===== config.mk =====
export PLATFORM = sky130hd
export DESIGN_NAME = hazard_stall_unit
export DESIGN_NICKNAME = d
export VERILOG_FILES = /design/src/rtl/hazard_stall_unit_pkg.sv /design/src/rtl/hazard_detect.sv /design/src/rtl/hazard_stall_unit.sv
export SDC_FILE = /design/constraint.sdc
export NUM_CORES = 1
export LEC_CHECK = 0
export CAP_MARGIN = 15
export CORE_MARGIN = 5
export CORE_UTILIZATION = 23
export DETAILED_ROUTE_END_ITERATION = 8
export SETUP_SLACK_MARGIN = 0.02
export SLEW_MARGIN = 20
export SYNTH_ARGS = -nofsm -noshare
export SYNTH_HDL_FRONTEND = slang
export SYNTH_SLANG_ARGS = --single-unit

===== constraint.sdc =====
create_clock -name i_clock -period 3.6 [get_ports i_clock]
set_input_delay 0.9 -clock i_clock [delete_from_list [all_inputs] [get_ports i_clock]]
set_output_delay 0.9 -clock i_clock [all_outputs]
set_load 0.01 [all_outputs]

===== src/rtl/hazard_stall_unit_pkg.sv =====
// Shared definitions for the ID-stage hazard/stall controller.
package hazard_stall_unit_pkg;

    typedef enum logic {
        ST_RUN   = 1'b0,
        ST_HOLD2 = 1'b1
    } state_t;

    // Control word loaded into ID/EX when a bubble is injected.
    localparam logic [7:0] IDEX_NOP_CTRL = 8'h00;

endpackage


===== src/rtl/hazard_detect.sv =====
// Combinational hazard detection: classifies the ID instruction as needing
// one or two stall cycles against the instructions in EX and MEM.
module hazard_detect #(
    parameter int NB_REG_ADDR = 5
) (
    input  logic [NB_REG_ADDR-1:0] i_rs_id,
    input  logic [NB_REG_ADDR-1:0] i_rt_id,
    input  logic                   i_use_rs,
    input  logic                   i_use_rt,
    input  logic                   i_branch_id,
    input  logic                   i_jump_rs_id,
    input  logic                   i_we_ex,
    input  logic                   i_memread_ex,
    input  logic [NB_REG_ADDR-1:0] i_rd_ex,
    input  logic                   i_memread_mem,
    input  logic [NB_REG_ADDR-1:0] i_rd_mem,
    output logic                   o_need1,
    output logic                   o_need2
);

    logic w_mrs_ex;
    logic w_mrt_ex;
    logic w_mrs_mem;
    logic w_mrt_mem;
    logic w_ctrl;
    logic w_hit_ex;
    logic w_hit_mem;

    // Register 0 is hardwired, so it never creates a dependency; jr/jalr only read rs.
    assign w_mrs_ex  = i_use_rs & (i_rs_id == i_rd_ex) & (i_rd_ex != {NB_REG_ADDR{1'b0}});
    assign w_mrt_ex  = i_use_rt & ~i_jump_rs_id & (i_rt_id == i_rd_ex) & (i_rd_ex != {NB_REG_ADDR{1'b0}});
    assign w_mrs_mem = i_use_rs & (i_rs_id == i_rd_mem) & (i_rd_mem != {NB_REG_ADDR{1'b0}});
    assign w_mrt_mem = i_use_rt & ~i_jump_rs_id & (i_rt_id == i_rd_mem) & (i_rd_mem != {NB_REG_ADDR{1'b0}});

    assign w_ctrl    = i_branch_id | i_jump_rs_id;
    assign w_hit_ex  = w_mrs_ex | w_mrt_ex;
    assign w_hit_mem = w_mrs_mem | w_mrt_mem;

    assign o_need2 = w_ctrl & i_memread_ex & w_hit_ex;
    assign o_need1 = ~o_need2 & (
                         (i_memread_ex & w_hit_ex)
                       | (w_ctrl & i_we_ex & ~i_memread_ex & w_hit_ex)
                       | (w_ctrl & i_memread_mem & w_hit_mem));

endmodule


===== src/rtl/hazard_stall_unit.sv =====
// ID-stage hazard controller: stall/bubble/flush generation, two-cycle
// load-to-branch sequencing and a saturating stall-cycle counter.
module hazard_stall_unit
    import hazard_stall_unit_pkg::*;
#(
    parameter int NB_REG_ADDR = 5,
    parameter int NB_CNT      = 16
) (
    input  logic                   i_clock,
    input  logic                   i_reset,
    input  logic                   i_valid,
    input  logic [NB_REG_ADDR-1:0] i_rs_id,
    input  logic [NB_REG_ADDR-1:0] i_rt_id,
    input  logic                   i_use_rs,
    input  logic                   i_use_rt,
    input  logic                   i_branch_id,
    input  logic                   i_jump_rs_id,
    input  logic                   i_we_ex,
    input  logic                   i_memread_ex,
    input  logic [NB_REG_ADDR-1:0] i_rd_ex,
    input  logic                   i_memread_mem,
    input  logic [NB_REG_ADDR-1:0] i_rd_mem,
    input  logic                   i_ctrl_taken,
    output logic                   o_stall_pc,
    output logic                   o_stall_ifid,
    output logic                   o_bubble_idex,
    output logic                   o_flush_ifid,
    output logic [NB_CNT-1:0]      o_stall_count
);

    state_t            r_state;
    state_t            w_state_next;
    logic [NB_CNT-1:0] r_stall_count;
    logic              w_need1;
    logic              w_need2;
    logic              w_stall;
    logic              w_flush;

    hazard_detect #(
        .NB_REG_ADDR (NB_REG_ADDR)
    ) u_hazard_detect (
        .i_rs_id       (i_rs_id),
        .i_rt_id       (i_rt_id),
        .i_use_rs      (i_use_rs),
        .i_use_rt      (i_use_rt),
        .i_branch_id   (i_branch_id),
        .i_jump_rs_id  (i_jump_rs_id),
        .i_we_ex       (i_we_ex),
        .i_memread_ex  (i_memread_ex),
        .i_rd_ex       (i_rd_ex),
        .i_memread_mem (i_memread_mem),
        .i_rd_mem      (i_rd_mem),
        .o_need1       (w_need1),
        .o_need2       (w_need2)
    );

    // State register for the two-cycle stall sequencer.
    always_ff @(posedge i_clock or posedge i_reset) begin
        if (i_reset) begin
            r_state <= ST_RUN;
        end else begin
            r_state <= w_state_next;
        end
    end

    // Next-state and stall decode; HOLD2 delivers the second stall on the next valid cycle.
    always_comb begin
        w_state_next = r_state;
        w_stall      = 1'b0;
        case (r_state)
            ST_RUN: begin
                if (i_valid) begin
                    w_stall      = w_need1 | w_need2;
                    w_state_next = w_need2 ? ST_HOLD2 : ST_RUN;
                end else begin
                    w_state_next = ST_RUN;
                end
            end
            ST_HOLD2: begin
                if (i_valid) begin
                    w_stall      = 1'b1;
                    w_state_next = ST_RUN;
                end else begin
                    w_state_next = ST_HOLD2;
                end
            end
            default: begin
                w_state_next = ST_RUN;
            end
        endcase
        if (i_reset) begin
            w_stall = 1'b0;
        end else begin
            w_stall = w_stall;
        end
    end

    // An unresolved (stalled) control instruction must not flush.
    assign w_flush = i_valid & i_ctrl_taken & ~w_stall & ~i_reset;

    // Saturating count of stall cycles for debug visibility.
    always_ff @(posedge i_clock or posedge i_reset) begin
        if (i_reset) begin
            r_stall_count <= {NB_CNT{1'b0}};
        end else if (w_stall && (r_stall_count != {NB_CNT{1'b1}})) begin
            r_stall_count <= r_stall_count + {{(NB_CNT-1){1'b0}}, 1'b1};
        end else begin
            r_stall_count <= r_stall_count;
        end
    end

    assign o_stall_pc    = w_stall;
    assign o_stall_ifid  = w_stall;
    assign o_bubble_idex = w_stall;
    assign o_flush_ifid  = w_flush;
    assign o_stall_count = r_stall_count;

endmodule


* Yosys cells after proc, flatten, opt, wreduce, memory -nomap -nowiden
Cells that the tools add are included. Widths: inputs -> output; s select.
Operators by class: $add $sub $neg 1, multiply operators 0, div/mod/pow operators 0, magnitude comparators 0, eq/ne operators 5, shift operators 0, muxes and demuxes 8, bitwise gates (word level) 33, reductions and logical operators 3
Operators by type and width (count):
- $and 1x1->1 | 21
- $eq 5x5->1 | 4
- $add 16x1->16 const B | 1
- $ne 16x16->1 const B | 1
- $reduce_bool 5->1 | 2
- $mux 1 | 6
- $not 1->1 | 6
- $or 1x1->1 | 6
- $pmux 1 s2 | 2
- $logic_and 1x1->1 | 1
Storage, ports and cells: flip-flop bits (word level) 17, latch bits 0, bits in writable memories 0, bits in read-only memories 0, bits of input ports 31, output and inout port bits 20, logic and storage cells 52, memories kept 0

* Depth between registers and ports, before layout
Gate-level depths: netlist of run 1.
word-level depth 16, gate-level depth with buffers 7, gate-level depth less buffers 6

* Cells and area by module
Synthesis of run 1 repeated with hierarchy kept, for this count alone.
Second synthesis, totals: cell total of the unflattened synthesis 125, area total of the unflattened synthesis 1217.4 µm²
Modules (own cells, without submodules):
- hazard_stall_unit | instances 1, cells an instance 86, area each 915.9 µm², seq. area each 425.4 µm²
- hazard_detect | instances 1, cells an instance 39, area each 301.5 µm², seq. area each 0.0 µm²

* Worst setup path after synthesis of run 1
OpenSTA, ideal clock, no wires.
kind in2out, start point input port i_rd_mem[0], end point output port o_flush_ifid, data arrival time 2.380 ns, required time 2.700 ns, path slack 0.320 ns, stages 5, buffers on the path 1, path through or3_1 > o311a_1 > a221oi_4 > buf_6 > and4_1
Between the ends: cells in the longest elaborated chain, start to end 14, elaborated cells between the ends (all ways) 18, those cells by class eq/ne: 2; mux: 3; bitwise: 12; reduce/logical: 1
RTL lines:
- start, declared | RTL line hazard_stall_unit.sv:22 | input logic [NB_REG_ADDR-1:0] i_rd_mem,
- $eq 5x5->1, on equally long branches | RTL line hazard_detect.sv:32, hazard_detect.sv:33
- $and 1x1->1, on equally long branches (2 in a row) | RTL line hazard_detect.sv:32, hazard_detect.sv:33
- $or 1x1->1 (*) | RTL line hazard_detect.sv:37 | assign w_hit_mem = w_mrs_mem | w_mrt_mem;
- $and 1x1->1 (*) | RTL line hazard_detect.sv:43 | | (w_ctrl & i_memread_mem & w_hit_mem));
- $or 1x1->1 (*) | RTL line hazard_detect.sv:43
- $and 1x1->1 (*) | RTL line hazard_detect.sv:40 | assign o_need1 = ~o_need2 & (
- $or 1x1->1 (*) | RTL line hazard_stall_unit.sv:73 | w_stall = w_need1 | w_need2;
- $mux 1 (*) | RTL line hazard_stall_unit.sv:72 | if (i_valid) begin
- $pmux 1 s2 (*) | RTL line hazard_stall_unit.sv:70 | case (r_state)
- $mux 1 (*) | RTL line hazard_stall_unit.sv:91 | if (i_reset) begin
- $not 1->1 (*) | RTL line hazard_stall_unit.sv:99 | assign w_flush = i_valid & i_ctrl_taken & ~w_stall & ~i_reset;
- $and 1x1->1 (*) (2 in a row) | RTL line hazard_stall_unit.sv:99
- end, declared | RTL line hazard_stall_unit.sv:27 | output logic o_flush_ifid,
Mark *: on every way between the ends. The rest lies on a longest branch, timed or not.

* Worst setup path in the final report of run 1
start point input port i_jump_rs_id, end point output port o_stall_ifid
Between the ends: cells in the longest elaborated chain, start to end 13, elaborated cells between the ends (all ways) 25, those cells by class mux: 3; bitwise: 22
RTL lines:
- start, declared | RTL line hazard_stall_unit.sv:17 | input logic i_jump_rs_id,
- $not 1->1 | RTL line hazard_detect.sv:31, hazard_detect.sv:33
- $and 1x1->1 | RTL line hazard_detect.sv:31, hazard_detect.sv:33
- $and 1x1->1 (2 in a row) | RTL line hazard_detect.sv:31 | assign w_mrt_ex = i_use_rt & ~i_jump_rs_id & (i_rt_id == i_rd_ex) & (i_rd_ex != {NB_REG_ADDR{1'b0}});
- $or 1x1->1 | RTL line hazard_detect.sv:36 | assign w_hit_ex = w_mrs_ex | w_mrt_ex;
- $and 1x1->1, on equally long branches | RTL line hazard_detect.sv:41, hazard_detect.sv:42
- $or 1x1->1 | RTL line hazard_detect.sv:42 | | (w_ctrl & i_we_ex & ~i_memread_ex & w_hit_ex)
- $or 1x1->1 | RTL line hazard_detect.sv:43
- $and 1x1->1 | RTL line hazard_detect.sv:40
- $or 1x1->1 (*) | RTL line hazard_stall_unit.sv:73
- $mux 1 (*) | RTL line hazard_stall_unit.sv:72
- $pmux 1 s2 (*) | RTL line hazard_stall_unit.sv:70
- $mux 1 (*) | RTL line hazard_stall_unit.sv:91
- end, declared | RTL line hazard_stall_unit.sv:25 | output logic o_stall_ifid,
Marks and branches as above.

==> run_results.csv, run 1 <==
group,metric,value,unit
cts,clk_latency,0.25,ns
setup_path,critPathKind,"input port to primary output",
logic_synthesis,yosys.cell_types.count,30,
timing,slew_headroom,63.4,%
global_routing,gr-usage-met3,2.77,%
die,ios,51,
drt,viasPerCell,4.45,
global_routing,busiest_layer,"met1",
global_routing,grt_remaining_overflow,0,
logic_synthesis,ys_ff_latch,17,
cts,clock_sinks,17,
die,initial_core_util,24.1,%
run_status,status,"completed",
setup_path,crit_chain,"clkdlybuf4s50_1 > or2_2 > a21oi_2 > a21oi_1 > a221oi_4 > nor2_2 > dlygate4sd2_1",
power,max-vdd-ir-drop,0.164,mV
cts,htreeDepth,1,
timing,rsz0062_at_grt,"true",
layout,final_core_util,38.0,%
global_routing,grt_start_max_net_pins,18,
drt,ant_nets,0,
setup_path,crit_arrival,2.60,ns
layout,nets,211,
placement,dpl_worst_slack,-0.370,ns
power,power.density,275,nW/µm²
global_routing,grt_pass1_vias,1087,
setup_path,crit_path_start_kind,"input port",
layout,diodes,0,
logic_synthesis,ys_seq_area_share,36.9,%
layout,layout_commonest_cell,"clkdlybuf4s50_1",
power,p_leak,0.791,nW
cts,clockBufferDepth,2,
die,die_w,80.8,µm
setup_path,cpPeakStageDelay,0.41,ns
placement,placed_cell_area,1760,µm²
timing,fin_crit,3.50,ns
setup_path,slowest_stage,"clkdlybuf4s50_1",
logic_synthesis,synth_top_area_share,36.9,%
timing,clock_skew,0.00412,ns
timing,max_slew.worst_pin.slew,0.549,ns
global_routing,gr-usage-met1,15.9,%
logic_synthesis,ys_async_sr_fraction,100,%
cts,root_buffer,"clkbuf_8",
cts,cts.clk_slew.worst_paths,0.06,ns
drt,drt_iter0_drc,15,
die,coreArea,4790,µm²
drt,wl_per_cell,13.8,µm
logic_synthesis,yosysWarnings,0,
layout,drive_above_1_share,11.2,%
drt,drtPass1Iterations,4,
layout,syn_to_final_growth,57.7,%
cts,cts_hold_buf,0,
logic_synthesis,synth_top_area_cell,"dfrtp_1",
cts,cts_buffers,3,
die,die_area,6530,µm²
setup_path,crit_required,2.70,ns
placement,dp_hpwl,2630,µm
logic_synthesis,syn-num-nets,152,
timing,hold_viol,0,
timing,finalHoldWorstSlack,0.494,ns
drt,vias,1091,
drt,drc,0,
cts,tritoncts,"yes",
run,cap_violations,0,
global_routing,grt_usage,10.5,%
timing,final-setup-viol-count,0,
timing,drv_slew,0,
setup_path,critPathCaptureType,"primary output",
logic_synthesis,synthTopCellsByArea,"dfrtp_1 (37%), xnor2_1 (15%), xor2_1 (11%), nand4_1 (3.8%), nand2_1 (3.6%)",
logic_synthesis,synth_top_flop_cell,"dfrtp_1",
setup_path,critPathTopFamily,"buffers and inverters",
placement,place.gp.congestion,0.806,
global_routing,grt_first_pass_wirelength,5370,µm
logic_synthesis,syn_inst,120,
die,dieHeight,80.8,µm
drt,wl,3390,µm
logic_synthesis,synth_area,1150,µm²
logic_synthesis,synth_edf_count,0,
global_routing,antenna_found_initial,0,
global_routing,grt_use_met2,14.9,%
layout,fin_area,1820,µm²
layout,nFillCells,478,
layout,final_cell_mix,"clkdlybuf4s50_1 (43), xnor2_1 (20), dfrtp_1 (17)",
logic_synthesis,postSynthAreaPerCell,9.60,µm²
setup_path,crit_fanout,3,
timing,setup_slack,0.100,ns
timing,min_period_over_period,97.2,%
die,rows,25,
setup_path,critPathBufInv,2,
placement,portBuffers,50,
hold_path,worst_hold_path_type,"flip-flop to flip-flop",
timing,fmax,0.286,GHz
-- routing by layer --
metal | wire length [µm] | vias to the layer above
met2 | 1290 | 49
met3 | 308 | 4
met5 | 0 | -
met1 | 1760 | 499
li1 | - | 539
met4 | 29 | 0
-- synthesized netlist by cell type, types with 2 or more instances --
cell type	n
nand2_1	11
nor2_1	3
dfrtp_1	17
and3_1	2
nand4_1	7
inv_1	3
nor3_1	6
nand3_1	6
and4_1	2
buf_4	2
nor3b_1	2
xor2_1	15
xnor2_1	20
nor4_1	6
a21oi_1	2
o22ai_1	2
-- area by class of cell --
cell class                 count  area, µm²  area share (%)
tap                           67       83.8            4.61
clock buffer                   4       45.0            2.48
inverter                       3       11.3           0.620
multi-input combinational     95        692            38.1
timing repair buffer          59        559            30.8
sequential                    17        425            23.4
-- report_power, final --
part,switching (W),internal [W]
clock network,0.0000614,0.0000784
registers,0.0000163,0.000203
logic,0.0000546,0.0000855
total,0.000132,0.000366
-- sequential cells by signal (all words and copies together) (netlist names) --
name           cells
o_stall_count     16
r_state            1
-- metrics by stage --
stage,std cells,TNS (ns),power [W]
final,245,0,0.000499
after detailed placement,240,-1.08,0.000362
after global routing,245,-0.0337,0.000528
after global placement,240,-1.05,0.000364
after floorplan,120,0,0.000280
after CTS,245,0,0.000505
-- logic make-up after synthesis --
family / share of synthesized area [%]
flops: 36.9
compound gates: 6.41
xor+xnor: 26.6
simple gates: 23.7
fa+ha+maj: 1.09
mux: 1.30
buf+inv: 4.02
-- timing repair --
item | in CTS | in global routing
buffers inserted | 1 | 0
endpoints found under the setup margin | 4 | 4
pin swaps | 4 | 4
resized for setup | 10 | 3
-- worst reg2reg max path, stage by stage (launching register included) --
cell     delay, ns
dfrtp_1       0.44
and4_1        0.26
nand4_1       0.18
nor2_1        0.23
a41o_1        0.56
nor2_2        0.11
mux2_4        0.31
-- path summary, 6_finish.rpt --
check	startpoint	end	slack [ns]	cells past startpoint
worst min-delay path	o_stall_count[10]$_DFFE_PP0P_	o_stall_count[10]$_DFFE_PP0P_	0.49	1
worst max register to register	o_stall_count[4]$_DFFE_PP0P_	o_stall_count[1]$_DFFE_PP0P_	1.40	6
worst max-delay path	i_jump_rs_id	o_stall_ifid	0.10	7
min in group asynchronous	i_reset	o_stall_count[15]$_DFFE_PP0P_	1.08	3
worst min register to register	o_stall_count[10]$_DFFE_PP0P_	o_stall_count[10]$_DFFE_PP0P_	0.49	1
max in group asynchronous	i_reset	o_stall_count[5]$_DFFE_PP0P_	2.33	3
Power figures use the tool's default switching activity.
==> inputs of run 2 (changes only) <==
--- a/config.mk
+++ b/config.mk
@@ -5,9 +5,10 @@
 export SDC_FILE = /design/constraint.sdc
 export NUM_CORES = 1
 export LEC_CHECK = 0
+export ABC_CLOCK_PERIOD_IN_PS = 3600
 export CAP_MARGIN = 15
 export CORE_MARGIN = 5
-export CORE_UTILIZATION = 23
+export CORE_UTILIZATION = 30
 export DETAILED_ROUTE_END_ITERATION = 8
 export SETUP_SLACK_MARGIN = 0.02
 export SLEW_MARGIN = 20
==> run 2 against run 1 <==
  * Critical path depth grew 1
  * Via count grew 1.8%
  * Sequential power is essentially flat
  * Sequential cell count is the same
  * First-iteration DRC count grew to 4.5 times the previous value
  * Sequential share of layout area grew 0.15 points
  * Fmax grew 1.1%
  * Largest power group unchanged
==> run_results.csv, run 2 (synthesized netlist as in run 1, its figures left out) <==
group,metric,value,unit
run_status,status,"completed",
timing,fin_crit,3.46,ns
setup_path,crit_required,2.70,ns
die,ios,51,
drt,vias,1111,
power,max-vdd-ir-drop,0.241,mV
cts,cts_buffers,3,
timing,clock_skew,0.00233,ns
placement,place.gp.congestion,0.777,
layout,layout_commonest_cell,"clkdlybuf4s50_1",
timing,setup_slack,0.138,ns
setup_path,crit_fanout,3,
layout,largest_reg_flops,16,
drt,wl_per_cell,14.8,µm
cts,root_buffer,"clkbuf_8",
die,rows,22,
hold_path,hold_end,"o_stall_count[13]$_DFFE_PP0P_",
placement,placed_cell_area,1770,µm²
cts,clock_sinks,17,
timing,slew_headroom,66.1,%
drt,drtPass1Iterations,4,
setup_path,rr_worst_depth,6,
setup_path,reg2reg_to,"o_stall_count[1]$_DFFE_PP0P_",
layout,drive_above_1_share,13.7,%
cts,cts.clk_slew.worst_paths,0.07,ns
die,die_area,5180,µm²
drt,drc,0,
layout,final_cell_mix,"clkdlybuf4s50_1 (43), xnor2_1 (20), dfrtp_1 (17)",
die,dieHeight,72.0,µm
placement,portBuffers,50,
timing,rsz0062_at_grt,"false",
setup_path,critPathCaptureType,"primary output",
placement,dp_hpwl,2730,µm
hold_path,worst_hold_path_type,"flip-flop to flip-flop",
cts,clk_latency,0.25,ns
layout,syn_to_final_growth,56.7,%
layout,final_cells,230,
placement,dp.cells,225,
drt,viasPerCell,4.83,
power,p_leak,0.812,nW
power,power.density,279,nW/µm²
setup_path,ff2ff_setup_slack,1.43,ns
cts,cts_hold_buf,0,
setup_path,critPathKind,"input port to primary output",
setup_path,r2r_start,"o_stall_count[4]$_DFFE_PP0P_",
die,initial_core_util,31.2,%
timing,min_period_over_period,96.2,%
timing,hold_viol,0,
layout,fin_area,1810,µm²
global_routing,grt_remaining_overflow,0,
placement,dpl_worst_slack,-0.398,ns
global_routing,grt_first_pass_wirelength,5800,µm
drt,ant_nets,0,
layout,nets,215,
cts,clockBufferDepth,2,
timing,fmax,0.289,GHz
timing,drv_slew,0,
die,die_w,72.0,µm
drt,drt_iter0_drc,68,
layout,diodes,0,
run,cap_violations,0,
setup_path,crit_path_start_kind,"input port",
setup_path,crit_arrival,2.56,ns
drt,wl,3390,µm
hold_path,min-delay-start,"o_stall_count[13]$_DFFE_PP0P_",
timing,max_slew.worst_pin.slew,0.509,ns
timing,final-setup-viol-count,0,
layout,nFillCells,361,
cts,htreeDepth,1,
global_routing,grt_pass1_vias,1224,
global_routing,antenna_found_initial,0,
die,coreArea,3690,µm²
cts,tritoncts,"yes",
global_routing,grt_usage,13.9,%
hold_path,whs_path_depth,1,
global_routing,grt_start_max_net_pins,17,
[run 2: cell count changes in the layout (fill, tap and decap cells not counted)]
| cell | change |
|---|---|
| clkinv_2 | +1 |
| buf_4 | +4 |
| a21oi_1 | +1 |
| nor2_2 | -1 |
| buf_2 | +3 |
| or3_4 | -1 |
| or3_1 | +1 |
| clkbuf_1 | -1 |
| dlygate4sd2_1 | -4 |
| nor2_1 | +1 |
| a21oi_2 | -1 |
| dlymetal6s2s_1 | +1 |
[run 2: layout make-up]
class | instances | area [µm²] | area share (%)
inverter | 3 | 11.3 | 0.624
timing repair buffer | 63 | 582 | 32.2
tap | 48 | 60.1 | 3.33
clock buffer | 3 | 41.3 | 2.29
multi-input combinational | 95 | 681 | 37.7
sequential | 17 | 425 | 23.6
clock inverter | 1 | 5.00 | 0.277
[run 2: metrics by stage]
step | util (%) | hold slack, ns | total power [W] | TNS (ns)
finish | 48.9 | 0.497 | 0.000504 | 0
global route | 48.9 | 0.522 | 0.000528 | 0
detailed placement | 47.9 | 0.482 | 0.000366 | -1.42
CTS | 48.8 | 0.495 | 0.000509 | 0
global placement | 47.9 | 0.485 | 0.000365 | -1.34
floorplan | - | 0.516 | 0.000280 | 0
[run 2: timing repair]
action	4_1_cts	5_1_grt
setup endpoints to repair	4	4
pin swaps	5	4
endpoints found under the hold margin	0	0
setup buffers	1	0
resized for setup	17	2
[run 2: worst max path at each step]
stage / from / to / slack (ns) / cells past startpoint
final: i_jump_rs_id / o_stall_pc / 0.14 / 8
after global routing: i_jump_rs_id / o_bubble_idex / 0.03 / 8
after CTS: i_rd_mem[1] / o_flush_ifid / 0.03 / 6
after detailed placement: i_rd_mem[0] / o_flush_ifid / -0.40 / 6
after global placement: i_rd_mem[0] / o_flush_ifid / -0.38 / 6
after floorplan: i_rd_mem[0] / o_flush_ifid / 0.32 / 5
[run 2: power breakdown]
group / switching [W] / internal (W)
Combinational: 0.0000553 / 0.0000875
Clock: 0.0000656 / 0.0000767
Sequential: 0.0000165 / 0.000202
[run 2: metal layers]
metal | vias to the layer above | share of wire, % | track usage [%]
li1 | 549 | - | -
met1 | 519 | 47 | 18.7
met2 | 43 | 46 | 22.7
met3 | 0 | 7.8 | 3.05
met4 | 0 | 0 | 3.34
met5 | - | 0 | 0
[run 2: critical path, cell delays in order]
cell	delay (ns)
clkdlybuf4s50_1	0.41
or2_2	0.32
a21oi_1	0.16
a21oi_1	0.09
a221oi_4	0.32
nor2_1	0.08
buf_4	0.15
buf_2	0.13
==> inputs of run 3 (changes only) <==
--- a/config.mk
+++ b/config.mk
@@ -7,6 +7,7 @@
 export LEC_CHECK = 0
 export ABC_CLOCK_PERIOD_IN_PS = 3600
 export CAP_MARGIN = 15
+export CORE_ASPECT_RATIO = 2
 export CORE_MARGIN = 5
 export CORE_UTILIZATION = 30
 export DETAILED_ROUTE_END_ITERATION = 8
==> run 3 against run 2 <==
  * Critical endpoint is now o_flush_ifid
  * Core utilization is 0.43 points lower
  * Register-to-register slack lost 0.05 ns
  * Power rose by 1.7%
  * Setup slack got worse by 0.021 ns
  * Sequential cell count did not move
  * Critical path type unchanged
  * Clock power rose by 3%
  * Sequential power barely moved
  * Sequential share of layout area down 0.51 points
==> run_results.csv, run 3 (synthesized netlist as in run 1, its figures left out) <==
group,metric,value,unit
layout,syn_to_final_growth,60.2,%
drt,viasPerCell,4.74,
hold_path,worst_hold_path_type,"flip-flop to flip-flop",
drt,wl_per_cell,15.7,µm
layout,final_cell_mix,"clkdlybuf4s50_1 (42), xnor2_1 (19), dfrtp_1 (17)",
setup_path,cpPeakStageDelay,0.43,ns
drt,drc,0,
timing,finalHoldWorstSlack,0.494,ns
timing,clock_skew,0.00376,ns
placement,dpl_worst_slack,-0.430,ns
timing,rsz0062_at_grt,"true",
setup_path,critPathBufInv,2,
setup_path,critPathKind,"input port to primary output",
die,ios,51,
global_routing,grt_remaining_overflow,0,
die,dieHeight,97.7,µm
timing,hold_viol,0,
drt,ant_nets,0,
power,power.density,278,nW/µm²
layout,layout_commonest_cell,"clkdlybuf4s50_1",
die,rows,32,
drt,drt_iter0_drc,39,
layout,final_core_util,48.5,%
run_status,status,"completed",
layout,drive_above_1_share,14.9,%
layout,largest_reg_flops,16,
drt,wl,3640,µm
drt,vias,1100,
global_routing,grt_use_met2,27.5,%
cts,clockBufferDepth,2,
global_routing,busiest_layer,"met2",
setup_path,slowest_stage,"clkdlybuf4s50_1",
layout,diodes,0,
timing,max_slew.worst_pin.slew,0.525,ns
die,die_w,53.8,µm
layout,nets,214,
layout,fin_area,1850,µm²
die,initial_core_util,30.3,%
cts,cts_buffers,3,
power,max-vdd-ir-drop,0.279,mV
cts,cts.clk_slew.worst_paths,0.07,ns
global_routing,grt_first_pass_wirelength,5950,µm
setup_path,crit_fanout,3,
timing,slew_headroom,65.0,%
cts,clk_latency,0.25,ns
cts,root_buffer,"clkbuf_8",
setup_path,crit_arrival,2.58,ns
die,coreArea,3800,µm²
timing,min_period_over_period,96.7,%
setup_path,critPathTopFamily,"simple AND/OR/NAND/NOR gates",
setup_path,crit_path_start_kind,"input port",
timing,drv_slew,0,
global_routing,antenna_found_initial,0,
run,cap_violations,0,
power,p_leak,0.803,nW
global_routing,gr-usage-met1,16.0,%
setup_path,crit_chain,"clkdlybuf4s50_1 > or2_2 > a21oi_2 > a21oi_1 > a221oi_4 > and4_1 > buf_2",
placement,place.gp.congestion,0.759,
placement,placed_cell_area,1760,µm²
cts,tritoncts,"yes",
global_routing,grt_start_max_net_pins,16,
placement,portBuffers,50,
setup_path,critPathCaptureType,"primary output",
global_routing,grt_pass1_vias,1300,
global_routing,grt_usage,14.7,%
cts,clock_sinks,17,
layout,nFillCells,364,
placement,dp_hpwl,2920,µm
timing,fin_crit,3.48,ns
cts,htreeDepth,1,
setup_path,crit_required,2.70,ns
global_routing,gr-usage-met3,2.76,%
die,die_area,5260,µm²
cts,cts_hold_buf,0,
timing,fmax,0.287,GHz
timing,final-setup-viol-count,0,
drt,drtPass1Iterations,4,
timing,setup_slack,0.117,ns
## run 3: timing repair
action / 4_1_cts / 5_1_grt
buffers inserted: 0 / 2
gates resized for setup: 16 / 4
pin swaps: 4 / 6
endpoints found under the setup margin: 4 / 4
## run 3: routing by layer
metal	up-vias	part of all wire (%)
met5	-	0
met4	0	0.85
met3	4	7.5
met2	53	54
met1	499	38
li1	544	-
## run 3: worst reg2reg max path, stage by stage, from the launching register on
cell and delay, ns:
dfrtp_1 0.44, and4_1 0.25, nand4_1 0.19, nor2_1 0.27, a41o_1 0.55, nor2_2 0.10, mux2_4 0.31
## run 3: where the power goes
| group | switching, W | internal (W) | total, W |
|---|---|---|---|
| registers | 0.0000164 | 0.000202 | 0.000219 |
| logic | 0.0000596 | 0.0000880 | 0.000148 |
| clock network | 0.0000684 | 0.0000779 | 0.000146 |
## run 3: worst paths after layout
path | startpoint | end | slack, ns | cells after the start
worst min register to register | o_stall_count[13]$_DFFE_PP0P_ | o_stall_count[13]$_DFFE_PP0P_ | 0.49 | 1
worst max register to register | o_stall_count[4]$_DFFE_PP0P_ | o_stall_count[1]$_DFFE_PP0P_ | 1.38 | 6
min in group asynchronous | i_reset | r_state$_DFF_PP0_ | 0.84 | 2
worst max-delay path | i_jump_rs_id | o_flush_ifid | 0.12 | 7
worst min-delay path | o_stall_count[13]$_DFFE_PP0P_ | o_stall_count[13]$_DFFE_PP0P_ | 0.49 | 1
max in group asynchronous | i_reset | o_stall_count[1]$_DFFE_PP0P_ | 2.32 | 3
## run 3: area by class of cell
cell class                 count  area [µm²]  area share [%]
clock buffer                   3        41.3            2.24
clock inverter                 1        7.51           0.407
inverter                       3        11.3           0.610
multi-input combinational     95         712            38.6
sequential                    17         425            23.1
tap                           51        63.8            3.46
timing repair buffer          62         584            31.7
## run 3: stage by stage
stage / instances / TNS, ns / total power [W]
final: 232 / 0 / 0.000513
after CTS: 230 / 0 / 0.000514
after global routing: 232 / 0 / 0.000541
after detailed placement: 226 / -1.43 / 0.000367
after global placement: 226 / -1.40 / 0.000367
after floorplan: 120 / 0 / 0.000280
